===== src/rtl/riscv_pkg.sv =====
// Shared HPM constants, used by the event shaper and the counter block.
package riscv_pkg;
  localparam int HPM_NUM_EVENTS    = 28;
  localparam int HPM_INC_WIDTH     = 2;
  localparam int HPM_BACKLOG_WIDTH = 4;

  // Largest value a backlog counter of the given width can hold.
  function automatic int backlog_max(input int width);
    return (1 << width) - 1;
  endfunction
endpackage


===== src/rtl/hpm_event_lane.sv =====
// One event lane: folds a multi-valued increment into a backlog that
// drains as at most one pulse per cycle, saturating and flagging loss.
module hpm_event_lane
  import riscv_pkg::*;
#(
  parameter int INC_WIDTH     = HPM_INC_WIDTH,
  parameter int BACKLOG_WIDTH = HPM_BACKLOG_WIDTH
) (
  input  logic                     clk_i,
  input  logic                     rst_i,
  input  logic                     enable_i,
  input  logic                     clear_i,
  input  logic [INC_WIDTH-1:0]     inc_i,
  output logic                     event_o,
  output logic                     lost_o,
  output logic [BACKLOG_WIDTH-1:0] backlog_o
);
  localparam int SW = BACKLOG_WIDTH + 1;
  localparam logic [SW-1:0] SAT = SW'(backlog_max(BACKLOG_WIDTH));

  logic [BACKLOG_WIDTH-1:0] backlog_q, backlog_d;
  logic                     event_d, lost_d;
  logic [SW-1:0]            sum, dec;

  // Next backlog / pulse / loss; clear overrides everything.
  always_comb begin
    sum       = {1'b0, backlog_q} + (enable_i ? SW'(inc_i) : '0);
    dec       = sum - SW'(1);
    backlog_d = '0;
    event_d   = 1'b0;
    lost_d    = lost_o;
    if (clear_i) begin
      lost_d = 1'b0;
    end else if (sum != '0) begin
      event_d = 1'b1;
      if (dec > SAT) begin
        backlog_d = SAT[BACKLOG_WIDTH-1:0];
        lost_d    = 1'b1;
      end else begin
        backlog_d = dec[BACKLOG_WIDTH-1:0];
      end
    end
  end

  // Lane state; reset drops any in-flight backlog.
  always_ff @(posedge clk_i or posedge rst_i) begin
    if (rst_i) begin
      backlog_q <= '0;
      event_o   <= 1'b0;
      lost_o    <= 1'b0;
    end else begin
      backlog_q <= backlog_d;
      event_o   <= event_d;
      lost_o    <= lost_d;
    end
  end

  assign backlog_o = backlog_q;
endmodule


===== src/rtl/hpm_event_shaper.sv =====
// Shapes per-lane multi-issue event counts into single-bit pulses for the
// HPM counter block. Lanes are fully independent.
module hpm_event_shaper
  import riscv_pkg::*;
#(
  parameter int HPM_NUM_EVENTS = riscv_pkg::HPM_NUM_EVENTS,
  parameter int INC_WIDTH      = HPM_INC_WIDTH,
  parameter int BACKLOG_WIDTH  = HPM_BACKLOG_WIDTH
) (
  input  logic                                  clk_i,
  input  logic                                  rst_i,
  input  logic                                  enable_i,
  input  logic                                  clear_i,
  input  logic [HPM_NUM_EVENTS:1][INC_WIDTH-1:0] event_inc_i,
  output logic [HPM_NUM_EVENTS:1]               events_o,
  output logic [HPM_NUM_EVENTS:1]               lost_o,
  output logic                                  busy_o
);
  // A narrower backlog could not absorb one full-cycle increment.
  if (BACKLOG_WIDTH < INC_WIDTH) begin : g_width_chk
    $error("hpm_event_shaper: BACKLOG_WIDTH must be >= INC_WIDTH");
  end

  logic [HPM_NUM_EVENTS:1][BACKLOG_WIDTH-1:0] backlog;

  for (genvar e = 1; e <= HPM_NUM_EVENTS; e++) begin : g_lane
    hpm_event_lane #(
      .INC_WIDTH    (INC_WIDTH),
      .BACKLOG_WIDTH(BACKLOG_WIDTH)
    ) u_lane (
      .clk_i    (clk_i),
      .rst_i    (rst_i),
      .enable_i (enable_i),
      .clear_i  (clear_i),
      .inc_i    (event_inc_i[e]),
      .event_o  (events_o[e]),
      .lost_o   (lost_o[e]),
      .backlog_o(backlog[e])
    );
  end

  // Busy while any lane still has pulses queued.
  always_comb begin
    busy_o = 1'b0;
    for (int e = 1; e <= HPM_NUM_EVENTS; e++)
      busy_o = busy_o | (backlog[e] != '0);
  end
endmodule


===== config.mk =====
export PLATFORM = sky130hd
export DESIGN_NAME = hpm_event_shaper
export DESIGN_NICKNAME = d
export VERILOG_FILES = /design/src/rtl/riscv_pkg.sv /design/src/rtl/hpm_event_lane.sv /design/src/rtl/hpm_event_shaper.sv
export SDC_FILE = /design/constraint.sdc
export NUM_CORES = 1
export LEC_CHECK = 0
export BUFFER_PORTS_ARGS = -buffer_cell sky130_fd_sc_hd__buf_2
export CORE_MARGIN = 5
export CORE_UTILIZATION = 62
export DETAILED_ROUTE_END_ITERATION = 7
export GPL_ROUTABILITY_DRIVEN = 0
export PLACE_DENSITY = 0.86
export SYNTH_ARGS = -nofsm -noshare
export SYNTH_HDL_FRONTEND = slang
export SYNTH_SLANG_ARGS = --single-unit

===== constraint.sdc =====
create_clock -name clk_i -period 6 [get_ports clk_i]
set_input_delay 0.6 -clock clk_i [delete_from_list [all_inputs] [get_ports clk_i]]
set_output_delay 0.6 -clock clk_i [all_outputs]
set_load 0.01 [all_outputs]

==> out/qor.csv <==
stage,metric,value,unit
sta,min cycle time layout,3.57,ns
layout,# nets final,1788,
critical_path,worst-path maximum fanout,34,
power_and_ir_drop,Pwr Total,0.00786,W
routing,DRC,0,
synthesis,Compound-Gate Fraction of Synth Area,21.0,%
critical_path,WP depth,12,
synthesis,Mapped Avg Cell Area,8.74,um2
synthesis,mapped cell area,13800,um2
synthesis,multiplexer share of the synthesized area,3.22,%
synthesis,most frequent cells after synthesis,"dfrtp_1 (168), a21oi_1 (151), inv_1 (139)",
sta,Fin. Hold Viols,0,
floorplan,chip height,159,um
routing,Vias,11800,
critical_path,R2R cell count,9,
power_and_ir_drop,pwr dens,537,nW/um2
layout,Area Growth Syn to Fin,6.18,%
grt,GRT overflow,0,
floorplan,die area,25300,um2
cts,clk slew on worst S/H paths,0.07,ns
flow_run,max cap viols,0,
synthesis,Seq cells post-synth,168,
routing,Iteration-0 DRC Markers,1263,
floorplan,FP Rows,54,
routing,DRT met1 WL,14300,um
sta,fin crit share,59.5,%
synthesis,post-synthesis simple-gate area fraction,16.5,%
synthesis,Yosys top cell area share,30.5,%
routing,drt wl/cell,17.8,um
cts,CTS max path bufs,2,
sta,Pins Over Slew Limit,0,
sta,# setup viols final,0,
grt,first-pass GRT wire length,55500,um
critical_path,required time worst endpoint,6.33,ns
cts,cts hold-fix bufs,0,
floorplan,initial cell density of the core,63.1,%
routing,DR vias/cell,6.27,
synthesis,Async SR Flop Fraction,100,%
synthesis,Synth Net Count,1776,
sta,RSZ-0062 raised after global routing,false,
critical_path,crit end category,flip-flop,
status,status,"finished, final reports clean",
synthesis,Synth Area in Adders,14.2,%
floorplan,die width,159,um
grt,vias in the first global route,11400,
critical_path,worst r2r dst,g_lane[11].u_lane.lost_o,
grt,antenna violations before repair,0,
cts,clk_lat worst skew,0.43,ns
synthesis,top_reg_cell synth,dfrtp_1,
synthesis,leading area contributor after synthesis,dfrtp_1,
layout,post-route cell area,14600,um2
synthesis,leading post-synthesis cells by cell area,"dfrtp_1 (31%), ha_1 (10%), a21oi_1 (5.5%)",
power_and_ir_drop,LEAKAGE,6.76,nW
critical_path,flop2flop setup slack,2.85,ns
placed_design,port buffer count,116,
critical_path,worst-path cell chain,"buf_2, buf_4, and2_1, ha_1, fa_1, inv_1, ha_1, o21bai_1, o21ai_0, a2111oi_0, a21oi_1, o32ai_1",
cts,htree depth,4,
routing,DRT Wirelength,33600,um
layout,Layout fillers,1686,
grt,largest net degree at the start of global routing,122,
layout,Reg area,4200,um2
cts,CTS sink cnt,168,
routing,DR top layer,met4,
critical_path,"slowest stage delay, CP",0.49,ns
synthesis,combinational family with the most area after synthesis,compound AO/OA/AOI/OAI gates,
routing,met3 wire length,2400,um
sta,worst-margin pin slew,0.897,ns
cts,CTS tree,yes,
layout,ratio of cells with drive above 1 in the final layout,13.2,%
layout,Multi-input gate area,8340,um2
layout,ANT cells,0,
cts,post-CTS resize count,0,
synthesis,post-synth cell types,65,
floorplan,Ports,117,
synthesis,"EDFF count, synth",0,
routing,Routed Antenna Nets,0,
floorplan,core box area,21800,um2
critical_path,Setup crit start kind,primary input,
sta,fmax,280,MHz
sta,Post-Route Setup TNS,0,ns
synthesis,Synth Warn #,0,
synthesis,most common cell in the netlist,dfrtp_1,
routing,DR WL met2,16000,um
layout,Layout Utilization,67.0,%
placed_design,dpl hpwl,24500,um
grt,overall global routing resource usage,25.8,%
cts,total CTS buffers,17,
sta,final hold slack,0.309,ns
critical_path,Critical Path Start,enable_i,
cts,CTS root buf,clkbuf_16,
routing,total iterations of the first detailed-routing run,6,
critical_path,WS Path Type,primary input to flip-flop,
cts,post-CTS setup buffer count,0,
critical_path,"delay-heaviest family, CP",compound AO/OA/AOI/OAI gates,
sta,Clock Skews,0.00952,ns
critical_path,reg-to-reg startpoint,g_lane[11].u_lane.backlog_o[0],
critical_path,Worst Setup EP,g_lane[16].u_lane.lost_o,
critical_path,Slowest cell on crit path,fa_1,
worst_hold_path,Hold/Removal Path Class,primary input to async pin,
critical_path,CP arrival,3.90,ns
synthesis,XOR/XNOR Fraction of Synth Area,5.59,%
critical_path,Critical path buffers and inverters,3,
placed_design,Placed Area,14000,um2
synthesis,post-synthesis sequential area ratio,30.5,%
sta,Rel. slew slack,40.2,%
critical_path,Most Frequent Cell on Critical Path,ha_1,
synthesis,Post-Synthesis Cells,1576,
power_and_ir_drop,Max VDD drop,0.233,mV
registers in the layout (all words and copies together) (netlist names):
signal and count:
g_lane.u_lane.backlog_o 112, g_lane.u_lane.event_o 28, g_lane.u_lane.lost_o 28
metrics by stage:
| step | cells | setup WS, ns |
|---|---|---|
| 2_1_floorplan | 1576 | 0.853 |
| 3_3_place_gp | 1849 | 2.26 |
| 3_5_place_dp | 1849 | 2.00 |
| 4_1_cts | 1881 | 2.45 |
| 5_1_grt | 1881 | 2.13 |
| 6_report | 1881 | 2.43 |
cells in the final DEF (no fill, tap or decap), types with 8 or more instances in the layout:
cell       Yosys  final
dfrtp_1      168    168
a21oi_1      151    151
inv_1        139    138
buf_2         14    116
ha_1         112    112
nor2_1       111    111
nand2_1       96     96
xnor2_1       74     74
o21ai_0       67     67
and2_1        57     57
nor4_1        45     45
mux2i_1       41     41
a31oi_1       30     30
fa_1          28     28
a31o_2        27     27
nand2b_1      25     25
a21o_1        24     24
nand3_1       22     22
clkbuf_16      0     17
or2_2         16     16
or3_1         13     13
o32a_1        12     12
nor3_1        11     11
nand3b_1      10     10
o311ai_0       9      9
a211oi_2       9      9
o21bai_1       8      8
nor3b_1        8      8
a2bb2oi_1      8      8
o31a_1         8      8
or2_1          8      8
o31ai_1        8      8
final cells by class:
cell class | instances | share of cell area (%)
Multi-Input combinational cell | 1142 | 57.0
Sequential cell | 168 | 28.7
Timing Repair Buffer | 120 | 4.17
Inverter | 139 | 3.62
Clock buffer | 18 | 3.00
Tap cell | 280 | 2.39
Clock inverter | 14 | 1.07
report_power, final:
group          internal [W]  switching (W)
Clock              0.000661       0.000472
Sequential          0.00154       0.000471
Combinational       0.00208        0.00264
routing by layer:
layer  up-vias  GRT usage (%)
met3        81           5.44
met4         0           8.76
met1      5670           34.0
met5         -              0
li1       5566              -
met2       481           42.6
worst min-delay path by stage:
stage                                        start  slack (ns)  cells past startpoint                        endpoint
after floorplan           g_lane[12].u_lane.lost_o        0.46                      2        g_lane[12].u_lane.lost_o
after global placement     g_lane[9].u_lane.lost_o        0.47                      2         g_lane[9].u_lane.lost_o
after detailed placement   g_lane[9].u_lane.lost_o        0.48                      2         g_lane[9].u_lane.lost_o
after CTS                                    rst_i        0.40                      2        g_lane[23].u_lane.lost_o
after global routing                         rst_i        0.42                      2        g_lane[23].u_lane.lost_o
final                                        rst_i        0.31                      2  g_lane[22].u_lane.backlog_o[2]
worst register-to-register path, delay by kind of cell (launching register included):
family          cells  cell delay (ns)
flops               1             0.47
buf+inv             1             0.09
compound gates      3             0.34
fa+ha+maj           3             1.18
simple gates        2             1.00
kinds of logic (layout without fill, tap and decap cells):
group                      after synthesis  count (layout)
AOI/OAI and AO/OA                      432             432
xor gates and xnor gates                80              80
adders and majority gates              140             140
buffers and inverters                  266             291
DFF                                    168             168
muxes                                   44              44
and+or+nand+nor                        446             446
Power figures use the tool's default switching activity.
